## config.mk

```make
export PLATFORM = sky130hd
export DESIGN_NAME = simple_risc_cpu
export DESIGN_NICKNAME = d
export VERILOG_FILES = /design/src/rtl/srm_pkg.sv /design/src/rtl/srm_datapath.sv /design/src/rtl/simple_risc_cpu.sv
export SDC_FILE = /design/constraint.sdc
export NUM_CORES = 1
export LEC_CHECK = 0
export CAP_MARGIN = 10
export CORE_MARGIN = 5
export CORE_UTILIZATION = 30
export CTS_BUF_LIST = sky130_fd_sc_hd__clkbuf_2 sky130_fd_sc_hd__clkbuf_4 sky130_fd_sc_hd__clkbuf_8
export CTS_CLUSTER_DIAMETER = 200
export DETAILED_ROUTE_END_ITERATION = 16
export PLACE_DENSITY = 0.49
export SETUP_SLACK_MARGIN = 0.1
export SKIP_LAST_GASP = 1
export SLEW_MARGIN = 30
export SYNTH_ARGS = -nofsm -noshare
export SYNTH_HDL_FRONTEND = slang
export SYNTH_SLANG_ARGS = --single-unit
```

## constraint.sdc

```tcl
create_clock -name clk -period 6.1 [get_ports clk]
set_clock_uncertainty 0.1 [all_clocks]
set_input_delay 0.61 -clock clk [delete_from_list [all_inputs] [get_ports clk]]
set_output_delay 0.61 -clock clk [all_outputs]
set_load 0.005 [all_outputs]
```

## src/rtl/srm_pkg.sv

```systemverilog
// Shared encodings, FSM states and helper functions for the simple RISC core.
package srm_pkg;

    localparam int unsigned WORD_W = 16;
    localparam int unsigned REG_N  = 8;
    localparam int unsigned REG_AW = 3;
    localparam int unsigned IMM_W  = 8;

    // Top-level opcodes in bits [15:13]
    localparam logic [2:0] OPC_MOV = 3'b110;
    localparam logic [2:0] OPC_ALU = 3'b101;

    // Sub-op codes in bits [12:11] under OPC_MOV
    localparam logic [1:0] OP_MOV_REG = 2'b00;
    localparam logic [1:0] OP_MOV_IMM = 2'b10;

    typedef enum logic [1:0] {
        ALU_ADD  = 2'b00,
        ALU_SUB  = 2'b01,
        ALU_AND  = 2'b10,
        ALU_NOTB = 2'b11
    } alu_op_t;

    typedef enum logic [1:0] {
        SH_NONE = 2'b00,
        SH_LSL  = 2'b01,
        SH_LSR  = 2'b10,
        SH_ASR  = 2'b11
    } shift_t;

    typedef enum logic [2:0] {
        S_WAIT      = 3'd0,
        S_DECODE    = 3'd1,
        S_WRITE_IMM = 3'd2,
        S_GET_A     = 3'd3,
        S_GET_B     = 3'd4,
        S_EXEC      = 3'd5,
        S_WRITE_REG = 3'd6
    } state_t;

    // Instruction word layout; imm8 overlays {rd, sh, rm}
    typedef struct packed {
        logic [2:0]        opcode;
        logic [1:0]        op;
        logic [REG_AW-1:0] rn;
        logic [REG_AW-1:0] rd;
        logic [1:0]        sh;
        logic [REG_AW-1:0] rm;
    } instr_t;

    // One-bit barrel shift applied to the Rm operand
    function automatic logic [WORD_W-1:0] shift_word(input logic [WORD_W-1:0] x,
                                                     input shift_t            sh);
        logic [WORD_W-1:0] r;
        case (sh)
            SH_LSL:  r = {x[WORD_W-2:0], 1'b0};
            SH_LSR:  r = {1'b0, x[WORD_W-1:1]};
            SH_ASR:  r = {x[WORD_W-1], x[WORD_W-1:1]};
            default: r = x;
        endcase
        return r;
    endfunction

    // Sign-extend the 8-bit immediate to a full word
    function automatic logic [WORD_W-1:0] sign_extend_imm(input logic [IMM_W-1:0] imm);
        return {{(WORD_W-IMM_W){imm[IMM_W-1]}}, imm};
    endfunction

endpackage

```

## src/rtl/srm_datapath.sv

```systemverilog
// Register file, operand registers, shifter, ALU, result register C and status flags.
module srm_datapath
    import srm_pkg::*;
(
    input  logic              clk,
    input  logic              write_imm,
    input  logic              write_reg,
    input  logic              load_a,
    input  logic              load_b,
    input  logic              load_c,
    input  logic              load_status,
    input  logic              a_zero,
    input  alu_op_t           alu_op,
    input  shift_t            sh,
    input  logic [REG_AW-1:0] rn,
    input  logic [REG_AW-1:0] rd,
    input  logic [REG_AW-1:0] rm,
    input  logic [IMM_W-1:0]  imm8,
    output logic [WORD_W-1:0] c,
    output logic              n,
    output logic              v,
    output logic              z
);

    logic [WORD_W-1:0] regs [REG_N];
    logic [WORD_W-1:0] a_q;
    logic [WORD_W-1:0] b_q;
    logic [WORD_W-1:0] alu_a_c;
    logic [WORD_W-1:0] alu_b_c;
    logic [WORD_W-1:0] alu_res_c;

    // Register file write port: immediate goes to Rn, results go to Rd
    always_ff @(posedge clk) begin
        if (write_imm) begin
            regs[rn] <= sign_extend_imm(imm8);
        end else if (write_reg) begin
            regs[rd] <= c;
        end
    end

    // Operand capture from the combinational register-file read ports
    always_ff @(posedge clk) begin
        if (load_a) begin
            a_q <= regs[rn];
        end
        if (load_b) begin
            b_q <= regs[rm];
        end
    end

    // Shifter on B followed by the ALU; A is forced to zero for MOV/MVN
    always_comb begin
        alu_a_c   = a_zero ? '0 : a_q;
        alu_b_c   = shift_word(b_q, sh);
        alu_res_c = '0;
        case (alu_op)
            ALU_ADD:  alu_res_c = alu_a_c + alu_b_c;
            ALU_SUB:  alu_res_c = alu_a_c - alu_b_c;
            ALU_AND:  alu_res_c = alu_a_c & alu_b_c;
            ALU_NOTB: alu_res_c = ~alu_b_c;
            default:  alu_res_c = '0;
        endcase
    end

    // Result register C
    always_ff @(posedge clk) begin
        if (load_c) begin
            c <= alu_res_c;
        end
    end

    // Status flags from the compare subtraction
    always_ff @(posedge clk) begin
        if (load_status) begin
            n <= alu_res_c[WORD_W-1];
            z <= (alu_res_c == '0);
            v <= (alu_a_c[WORD_W-1] ^ alu_b_c[WORD_W-1]) &
                 (alu_res_c[WORD_W-1] ^ alu_a_c[WORD_W-1]);
        end
    end

endmodule

```

## src/rtl/simple_risc_cpu.sv

```systemverilog
// Multi-cycle 16-bit execution core: instruction register, control FSM and datapath.
module simple_risc_cpu
    import srm_pkg::*;
(
    input  logic              clk,
    input  logic              reset,
    input  logic              s,
    input  logic              load,
    input  logic [WORD_W-1:0] in,
    output logic [WORD_W-1:0] out,
    output logic              N,
    output logic              V,
    output logic              Z,
    output logic              w
);

    state_t state;
    instr_t ir_q;

    logic    is_mov_imm_c;
    logic    is_mov_reg_c;
    logic    is_alu_c;
    logic    is_cmp_c;
    logic    is_mvn_c;

    logic    write_imm_c;
    logic    write_reg_c;
    logic    load_a_c;
    logic    load_b_c;
    logic    load_c_c;
    logic    load_status_c;
    logic    a_zero_c;
    alu_op_t alu_op_c;

    // Instruction register, only writable while idle
    always_ff @(posedge clk) begin
        if (load && (state == S_WAIT)) begin
            ir_q <= instr_t'(in);
        end
    end

    // Instruction class decode from the held instruction
    always_comb begin
        is_mov_imm_c = (ir_q.opcode == OPC_MOV) && (ir_q.op == OP_MOV_IMM);
        is_mov_reg_c = (ir_q.opcode == OPC_MOV) && (ir_q.op == OP_MOV_REG);
        is_alu_c     = (ir_q.opcode == OPC_ALU);
        is_cmp_c     = is_alu_c && (ir_q.op == 2'(ALU_SUB));
        is_mvn_c     = is_alu_c && (ir_q.op == 2'(ALU_NOTB));
    end

    // Control FSM; w is registered alongside the state and is high exactly in Wait
    always_ff @(posedge clk) begin
        if (reset) begin
            state <= S_WAIT;
            w     <= 1'b1;
        end else begin
            case (state)
                S_WAIT: begin
                    if (s) begin
                        state <= S_DECODE;
                        w     <= 1'b0;
                    end
                end
                S_DECODE: begin
                    if (is_mov_imm_c) begin
                        state <= S_WRITE_IMM;
                    end else if (is_mov_reg_c || is_alu_c) begin
                        state <= S_GET_A;
                    end else begin
                        state <= S_WAIT;
                        w     <= 1'b1;
                    end
                end
                S_WRITE_IMM: begin
                    state <= S_WAIT;
                    w     <= 1'b1;
                end
                S_GET_A: begin
                    state <= S_GET_B;
                end
                S_GET_B: begin
                    state <= S_EXEC;
                end
                S_EXEC: begin
                    if (is_cmp_c) begin
                        state <= S_WAIT;
                        w     <= 1'b1;
                    end else begin
                        state <= S_WRITE_REG;
                    end
                end
                S_WRITE_REG: begin
                    state <= S_WAIT;
                    w     <= 1'b1;
                end
                default: begin
                    state <= S_WAIT;
                    w     <= 1'b1;
                end
            endcase
        end
    end

    // Datapath strobes per state; a reset edge suppresses every write
    always_comb begin
        write_imm_c   = 1'b0;
        write_reg_c   = 1'b0;
        load_a_c      = 1'b0;
        load_b_c      = 1'b0;
        load_c_c      = 1'b0;
        load_status_c = 1'b0;
        if (!reset) begin
            case (state)
                S_WRITE_IMM: write_imm_c   = 1'b1;
                S_GET_A:     load_a_c      = 1'b1;
                S_GET_B:     load_b_c      = 1'b1;
                S_EXEC: begin
                    load_c_c      = ~is_cmp_c;
                    load_status_c = is_cmp_c;
                end
                S_WRITE_REG: write_reg_c   = 1'b1;
                default:     write_imm_c   = 1'b0;
            endcase
        end
    end

    // ALU operation select: MOV register is an add with A forced to zero
    always_comb begin
        a_zero_c = is_mov_reg_c || is_mvn_c;
        alu_op_c = is_mov_reg_c ? ALU_ADD : alu_op_t'(ir_q.op);
    end

    srm_datapath u_datapath (
        .clk         (clk),
        .write_imm   (write_imm_c),
        .write_reg   (write_reg_c),
        .load_a      (load_a_c),
        .load_b      (load_b_c),
        .load_c      (load_c_c),
        .load_status (load_status_c),
        .a_zero      (a_zero_c),
        .alu_op      (alu_op_c),
        .sh          (shift_t'(ir_q.sh)),
        .rn          (ir_q.rn),
        .rd          (ir_q.rd),
        .rm          (ir_q.rm),
        .imm8        ({ir_q.rd, ir_q.sh, ir_q.rm}),
        .c           (out),
        .n           (N),
        .v           (V),
        .z           (Z)
    );

endmodule

```

==> results.json, run 1 <==
{
  "hold_path_depth": 3,
  "pin_count": 40,
  "num_rows": 67,
  "dr.max_layer_used": "met4",
  "drc": 0,
  "ys_seq_elements": 199,
  "synth_warnings": 0,
  "numCtsBuffers": 17,
  "ys_seq_area_frac": 0.5792,
  "multi_input_area_um2": 4093,
  "syn_nets": 741,
  "hold_buffers": 0,
  "clkTransAtPathRegs_ps": 120,
  "avgRoutedWirePerCell_um": 21.40,
  "p_sw_uw": 738.3,
  "final_hold_viol_count": 0,
  "synth_adder_area_share": 0.02271,
  "power_frac_clock": 0.322,
  "register_area_um2": 5936,
  "grt_max_degree": 35,
  "met1_length_um": 11980,
  "synth-simple-area-share": 0.08926,
  "clock.fmax_ghz": 0.2113,
  "swShare": 0.2628,
  "final-setup-viol-count": 0,
  "path_class": "flop to flop",
  "final_cell_mix": "edfxtp_1, mux4_2, nand2_1, nor2_1, mux2_2",
  "cts_sinks": 199,
  "vias_per_cell": 5.053,
  "die_h_um": 194.8,
  "port_buffers": 39,
  "drv_cap": 0,
  "combinationalPowerShare": 0.130,
  "layout-drive-gt1-share": 0.2169,
  "netlist_instances": 703,
  "fin_crit_sh": 0.7757,
  "start_kind": "flop",
  "synth_xor_area_frac": 0.02137,
  "min_path_type": "flop to flop",
  "pwr-share-seq": 0.548,
  "core_area_um2": 33620,
  "reg2reg_depth": 16,
  "arrival_ps": 4870,
  "antenna_found_initial": 1,
  "cts_resized": 0,
  "p_per_area_nw_per_um2": 241.4,
  "synthArstFlopShare": 0,
  "ys_types": 55,
  "grt_pass1_wl_um": 38840,
  "synth-edff-count": 195,
  "ant_nets": 0,
  "grt_use_total": 0.1362,
  "routed_wl_um": 25760,
  "path_max_fanout": 20,
  "synthTopCellsByArea": "edfxtp_1, mux4_2, mux2_2, mux2i_1, ha_1",
  "synth_top_cell_area_share": 0.5714,
  "nFillCells": 3217,
  "cp-startpoint": "ir_q[3]$_DFFE_PP_",
  "synth_flop_cell": "edfxtp_1",
  "cp_data_required_time_ps": 6240,
  "grt_pass1_vias": 6114,
  "total_power_uw": 2809,
  "met3_length_um": 755,
  "status": "finished, final reports clean",
  "yosys.area.top_type": "edfxtp_1",
  "ir_worst_vdd_v": 0.0001227,
  "start_util": 0.3048,
  "r2r_start": "ir_q[3]$_DFFE_PP_",
  "synthMuxAreaShare": 0.2111,
  "tightest_slew_ps": 952.6,
  "leakagePower_uw": 0.003823,
  "synth_area_um2": 10250,
  "maxSlewHeadroom": 0.3626,
  "avgSynthCellArea_um2": 14.58,
  "insertion_delay_ps": 480,
  "dieArea_um2": 37950,
  "fin_util": 0.3462,
  "reg2reg_slack_ps": 1370,
  "met2_length_um": 12760,
  "cts.htree.levels": 4,
  "cts_setup_buffers": 0,
  "gr-total-overflow": 0,
  "synth_compound_area_frac": 0.05433,
  "root_buffer": "clkbuf_8",
  "dp_hpwl_um": 18030,
  "die_w_um": 194.8,
  "min_period_ps": 4732,
  "finalSetupTns_ps": 0,
  "nets": 781,
  "slew_violations": 0,
  "rsz0062_at_grt": "no",
  "gp_congestion": 0.7617,
  "hp-start": "w$_SDFFE_PP1P_",
  "final_common_cell": "edfxtp_1",
  "cts.path.max_buffers": 2,
  "syn2layout_area_growth_pct": 13.55,
  "synth_top_family_by_area": "multiplexers",
  "n_antenna_cell": 0,
  "cts_tree": "built",
  "crit_path_end_kind": "flop",
  "vias": 6084,
  "power.internal_uw": 2071,
  "drt_iter0_drc": 479,
  "drt_first_pass_iters": 5
}
critical path, cell delays in order (launching register included):
cell and delay, ps:
edfxtp_1 940, mux2i_1 260, a21oi_1 150, nor3_1 420, and3_1 330, nor2b_1 160, nor2_1 60, xnor2_1 130
ha_1 370, a21o_1 190, a21oi_1 300, o21a_1 200, o21ai_0 120, and4b_1 230, nor3_1 270, nor4_1 110
and4b_1 190
per-stage QoR:
step | hold slack, ps | instance area, um^2 | std cells | setup WS, ps
final | 496.9 | 11640 | 1204 | 1368
after global routing | 545.7 | 11640 | 1204 | 920.7
after CTS | 506.6 | 11620 | 1203 | 1392
after detailed placement | 475.5 | 11200 | 1171 | 1403
after global placement | 484.8 | 11180 | 1170 | 1481
after floorplan | 467.8 | 10250 | 703 | 2147
flip-flops by register name, indices dropped and copies added, names as in the netlist:
signal / cells
state: 3
u_datapath.c: 16
w: 1
u_datapath.b_q: 16
u_datapath.a_q: 16
u_datapath.v: 1
ir_q: 16
u_datapath.regs: 128
u_datapath.z: 1
u_datapath.n: 1
synth_stat cells (all sizes together) (5+ instances only):
cell type  instances
nor3b              7
nand2             55
and2              16
buf               14
ha                17
nand2b            12
mux2              41
xnor2             13
clkbuf            25
nor3               7
nand3              5
inv               16
o21ai             23
a21oi             32
a31oi             12
and3               7
edfxtp           195
xor2              12
mux2i             26
nor2              48
mux4              64
nor2b             10
layer usage:
layer	vias up	GRT usage
met5	-	0
met3	19	0.02199
met1	3146	0.1883
met2	113	0.2275
li1	2806	-
met4	0	0.03000
kinds of logic (layout without fill, tap and decap cells):
group | Yosys count | count (layout)
AOI/OAI and AO/OA | 93 | 93
xor gates and xnor gates | 25 | 25
adders and majority gates | 18 | 18
buffers and inverters | 55 | 108
DFF | 199 | 199
muxes | 131 | 131
and+or+nand+nor | 182 | 182
final timing paths:
| kind | end |
|---|---|
| worst max-delay path | u_datapath.z$_DFFE_PP_ |
| worst min-delay path | w$_SDFFE_PP1P_ |
| worst max register to register | u_datapath.z$_DFFE_PP_ |
| worst min register to register | w$_SDFFE_PP1P_ |
power groups by stage:
stage | registers (uW) | logic, uW | clock network [uW]
2_1_floorplan | 1560 | 278 | 0
3_3_place_gp | 1570 | 362 | 0
3_5_place_dp | 1570 | 365 | 0
4_1_cts | 1540 | 367 | 931
5_1_grt | 1540 | 405 | 980
6_report | 1540 | 366 | 904
area by class of cell:
class                      count  area share
multi-input combinational    449      0.3517
timing repair buffer          60     0.04806
tap                          448     0.04817
sequential                   199      0.5101
clock inverter                15     0.01667
inverter                      16    0.005161
clock buffer                  17     0.02011
No activity file was read; power rests on OpenSTA's default activity.
==> run 2, diff against run 1 <==
clock period = 4.5 ns   (was 6.1 ns; I/O delays follow)
==> run 2 against run 1 <==
Effect of this change: design area up 1.2%; routed wire length shrank 2.0%; global-route usage decreased by 0.18 points; register-to-register slack worse by 990 ps; largest power group unchanged; total power rose by 34%; critical path type unchanged; non-clock buffer count rose by 20; critical endpoint unchanged; largest cell class unchanged; critical path depth unchanged; die area stayed put; utilization up 0.42 points; sequential share of layout area shrank 0.61 points.
==> results.json, run 2 (synthesized netlist as in run 1, its figures left out) <==
{
  "dp_hpwl_um": 18180,
  "crit_path_end_kind": "flop",
  "gr-total-overflow": 0,
  "grt_pass1_wl_um": 38550,
  "drt_first_pass_iters": 4,
  "slowest_delay_ps": 510,
  "avgRoutedWirePerCell_um": 20.63,
  "min_period_ps": 4118,
  "fin_crit_sh": 0.9152,
  "final_cell_mix": "edfxtp_1, mux4_2, nand2_1, nor2_1, mux2_2",
  "arrival_ps": 4240,
  "ant_nets": 0,
  "path_class": "flop to flop",
  "finalInstanceArea_um2": 11780,
  "final-setup-viol-count": 0,
  "finalSetupTns_ps": 0,
  "start_util": 0.3048,
  "fin_util": 0.3503,
  "nets": 801,
  "crit_chain": "buf_4, mux2_2, mux2i_1, and4bb_1, and2_1, nor2_1, xor2_1, ha_1, or2_2, a21o_1, nand2_1, a21oi_1, o21a_1, o31ai_1, nor4_2, and4b_1",
  "die_w_um": 194.8,
  "vias_per_cell": 4.888,
  "grt_max_degree": 34,
  "cts.htree.levels": 4,
  "finalWorstSetupSlack_ps": 381.7,
  "drt_iter0_drc": 499,
  "slew_violations": 0,
  "maxSlewHeadroom": 0.3692,
  "vias": 5978,
  "numCtsBuffers": 17,
  "nFillCells": 3196,
  "core_area_um2": 33620,
  "n_antenna_cell": 0,
  "final_hold_viol_count": 0,
  "cts.path.max_buffers": 2,
  "pre_cts_slack_ps": 386.6,
  "root_buffer": "clkbuf_8",
  "min_path_type": "input port to flop",
  "syn2layout_area_growth_pct": 14.92,
  "total_power_uw": 3764,
  "drv_cap": 0,
  "die_h_um": 194.8,
  "path_max_fanout": 7,
  "clkTransAtPathRegs_ps": 110,
  "final_common_cell": "edfxtp_1",
  "dieArea_um2": 37950,
  "pin_count": 40,
  "insertion_delay_ps": 470,
  "antenna_found_initial": 0,
  "tightest_slew_ps": 946.2,
  "largest_reg_flops": 128,
  "cts_tree": "built",
  "ir_worst_vdd_v": 0.0002089,
  "port_buffers": 39,
  "drc": 0,
  "placed_area_um2": 11350,
  "start_kind": "flop",
  "grt_use_total": 0.1344,
  "grt_pass1_vias": 6099,
  "regMostFlops": "u_datapath.regs",
  "p_per_area_nw_per_um2": 319.6,
  "cpMaxStageDelayCell": "edfxtp_1",
  "layout-drive-gt1-share": 0.2413,
  "num_rows": 67,
  "rsz0062_at_grt": "no",
  "leakagePower_uw": 0.003920,
  "status": "finished, final reports clean",
  "gp_congestion": 0.7859,
  "routed_wl_um": 25240,
  "cts_sinks": 199,
  "clock.fmax_ghz": 0.2428,
  "cp_data_required_time_ps": 4620
}
[run 2: where the power goes]
| part | leakage, uW | switching, uW | internal, uW | total, uW |
|---|---|---|---|---|
| registers | 0.00179 | 21.1 | 2060 | 2080 |
| clock network | 0.000207 | 662 | 516 | 1180 |
| logic | 0.00192 | 269 | 233 | 502 |
| total | 0.00392 | 952 | 2810 | 3760 |
[run 2: final cells by class]
class / instances / area (um^2) / area share
inverter: 16 / 60.06 / 0.005100
multi-input combinational: 449 / 4100 / 0.3482
timing repair buffer: 80 / 705.7 / 0.05992
tap: 448 / 560.5 / 0.04760
clock buffer: 18 / 241.5 / 0.02051
sequential: 199 / 5936 / 0.5040
clock inverter: 13 / 172.7 / 0.01466
[run 2: timing repair]
action | in CTS | in global routing
endpoints found under the setup margin | 0 | 2
hold buffers | 0 | 0
resized for setup | 0 | 3
buffers inserted | 0 | 0
[run 2: final timing paths]
path / start / end / slack (ps) / cells past startpoint
min: in[8] / ir_q[8]$_DFFE_PP_ / 430 / 1
max reg2reg: ir_q[3]$_DFFE_PP_ / u_datapath.z$_DFFE_PP_ / 380 / 16
max: ir_q[3]$_DFFE_PP_ / u_datapath.z$_DFFE_PP_ / 380 / 16
min reg2reg: state[0]$_SDFFE_PP0N_ / state[1]$_SDFFE_PP0N_ / 490 / 1
[run 2: routing by layer]
metal,vias up,global-route usage,wire (um)
met4,0,0.02767,275
met3,13,0.02718,916
met2,98,0.2192,12120
li1,2843,-,-
met1,3024,0.1877,11920
met5,-,0,0
[run 2: worst max-delay path: cells and delay by family (launching register included)]
kind	cells	cell delay (ps)
xor+xnor	1	140
flops	1	510
compound gates	4	840
fa+ha+maj	1	340
buf+inv	1	230
simple gates	7	1210
mux	2	520
[run 2: metrics by stage]
stage	hold WS, ps	instances
floorplan	422.4	703
global placement	475.1	1191
detailed placement	477.5	1192
CTS	400.1	1223
global route	382.7	1223
finish	427.5	1223
==> run 3, diff against run 2 <==
CORE_MARGIN = 3   (was 5)
CORE_UTILIZATION = 40   (was 30)
MAX_ROUTING_LAYER = met4   (was not set)
PLACE_DENSITY = 0.6   (was 0.49)
==> run 3 against run 2 <==
Effect of this change: combinational power about the same; routed wire length down 4.5%; maximum frequency increased by 0.96%.
==> results.json, run 3 (synthesized netlist as in run 1, its figures left out) <==
{
  "status": "finished, final reports clean",
  "regMostFlops": "u_datapath.regs",
  "finalSetupTns_ps": 0,
  "vias": 6180,
  "finalInstanceArea_um2": 11550,
  "vias_per_cell": 5.665,
  "port_buffers": 39,
  "largest_reg_flops": 128,
  "hold_buffers": 0,
  "insertion_delay_ps": 470,
  "start_util": 0.4141,
  "clock.fmax_ghz": 0.2451,
  "cp_data_required_time_ps": 4640,
  "slew_violations": 0,
  "maxSlewHeadroom": 0.3625,
  "gr-total-overflow": 0,
  "final_cell_mix": "edfxtp_1, mux4_2, nand2_1, nor2_1, mux2_2",
  "timing.hold.ws_ps": 418.8,
  "grt_max_degree": 37,
  "cts_sinks": 199,
  "ir_worst_vdd_v": 0.0001887,
  "routed_wl_um": 24100,
  "core_area_um2": 24750,
  "pwr-share-seq": 0.551,
  "drv_cap": 0,
  "final-setup-viol-count": 0,
  "arrival_ps": 4220,
  "drt_iter0_drc": 456,
  "n_antenna_cell": 0,
  "power.internal_uw": 2769,
  "root_buffer": "clkbuf_8",
  "combinationalPowerShare": 0.133,
  "grt_pass1_wl_um": 37690,
  "gp_congestion": 0.8314,
  "layout-drive-gt1-share": 0.2321,
  "grt_use_total": 0.1821,
  "crit_path_end_kind": "flop",
  "nets": 792,
  "rsz0062_at_grt": "no",
  "tightest_slew_ps": 956.3,
  "nFillCells": 2092,
  "pin_count": 40,
  "syn2layout_area_growth_pct": 12.76,
  "start_kind": "flop",
  "drc": 0,
  "fin_util": 0.4669,
  "numCtsBuffers": 17,
  "cts.path.max_buffers": 2,
  "final_hold_viol_count": 0,
  "min_path_type": "input port to flop",
  "fin_crit_sh": 0.9065,
  "cts_tree": "built",
  "num_rows": 57,
  "path_max_fanout": 10,
  "die_w_um": 166.1,
  "antenna_found_initial": 0,
  "power_frac_clock": 0.316,
  "swShare": 0.2671,
  "p_per_area_nw_per_um2": 326.9,
  "die_h_um": 166.1,
  "clkTransAtPathRegs_ps": 120,
  "placed_area_um2": 11110,
  "dp_hpwl_um": 17470,
  "grt_pass1_vias": 6303,
  "dieArea_um2": 27570,
  "cts.htree.levels": 4,
  "min_period_ps": 4079,
  "final_common_cell": "edfxtp_1",
  "leakagePower_uw": 0.003874,
  "avgRoutedWirePerCell_um": 22.09,
  "p_sw_uw": 1009,
  "path_class": "flop to flop",
  "drt_first_pass_iters": 5,
  "ant_nets": 0
}
==> run 3: cell types whose count changed in the layout (fill, tap and decap cells not counted), sizes merged <==
cell	previous run	this run
buf	41	32
bufinv	2	1
inv	18	23
clkinv	8	6
clkbuf	18	17
==> run 3: critical path: stages (launching register included) <==
cell and delay [ps]:
edfxtp_1 490, inv_2 210, a21oi_1 170, nor3_1 260
and3_1 310, and2_1 220, nor2_1 70, xor2_1 150
ha_1 340, or2_2 310, a21o_1 210, nand2_1 90
a21oi_1 80, and3_1 180, o31a_1 280, nand2_1 160
and4b_1 220
==> run 3: final timing paths <==
check / start / depth (start not counted) / slack, ps / end
max: ir_q[4]$_DFFE_PP_ / 16 / 420 / u_datapath.z$_DFFE_PP_
min: in[15] / 1 / 420 / ir_q[15]$_DFFE_PP_
max reg2reg: ir_q[4]$_DFFE_PP_ / 16 / 420 / u_datapath.z$_DFFE_PP_
min reg2reg: w$_SDFFE_PP1P_ / 3 / 510 / w$_SDFFE_PP1P_
==> run 3: metal layers <==
layer  part of all wire  wire length, um  vias up  GRT usage
li1                   -                -     2831          -
met1               0.44            10550     3156     0.2423
met2               0.50            12080      173     0.2970
met3              0.051             1227       20    0.03166
met4              0.010              242        0    0.04014
met5                  0                0        -          -
==> run 3: area by class of cell <==
type / count / area [um^2] / share of cell area
sequential: 199 / 5936 / 0.5137
multi-input combinational: 449 / 4098 / 0.3546
timing repair buffer: 71 / 641.9 / 0.05555
tap: 324 / 405.4 / 0.03508
clock buffer: 17 / 234.0 / 0.02025
clock inverter: 15 / 180.2 / 0.01559
inverter: 16 / 60.06 / 0.005198
==> run 3: power by group through the flow <==
stage	sequential [uW]	clock, uW	combinational, uW
after CTS	2090	1210	496
final	2080	1190	502
after global routing	2090	1300	550
after detailed placement	2130	0	491
after floorplan	2110	0	377
after global placement	2130	0	477
==> run 3: per-stage QoR <==
stage	power (uW)	worst slack (ps)	instances
floorplan	2488	547.1	703
global placement	2608	494.7	1056
detailed placement	2620	355.4	1057
CTS	3794	329.3	1089
global route	3932	173.3	1091
finish	3777	420.7	1091
==> run 3: repair_timing <==
item,4_1_cts,5_1_grt
endpoints found under the hold margin,0,0
gates resized for setup,0,2
setup buffers,0,1
setup endpoints to repair,0,2
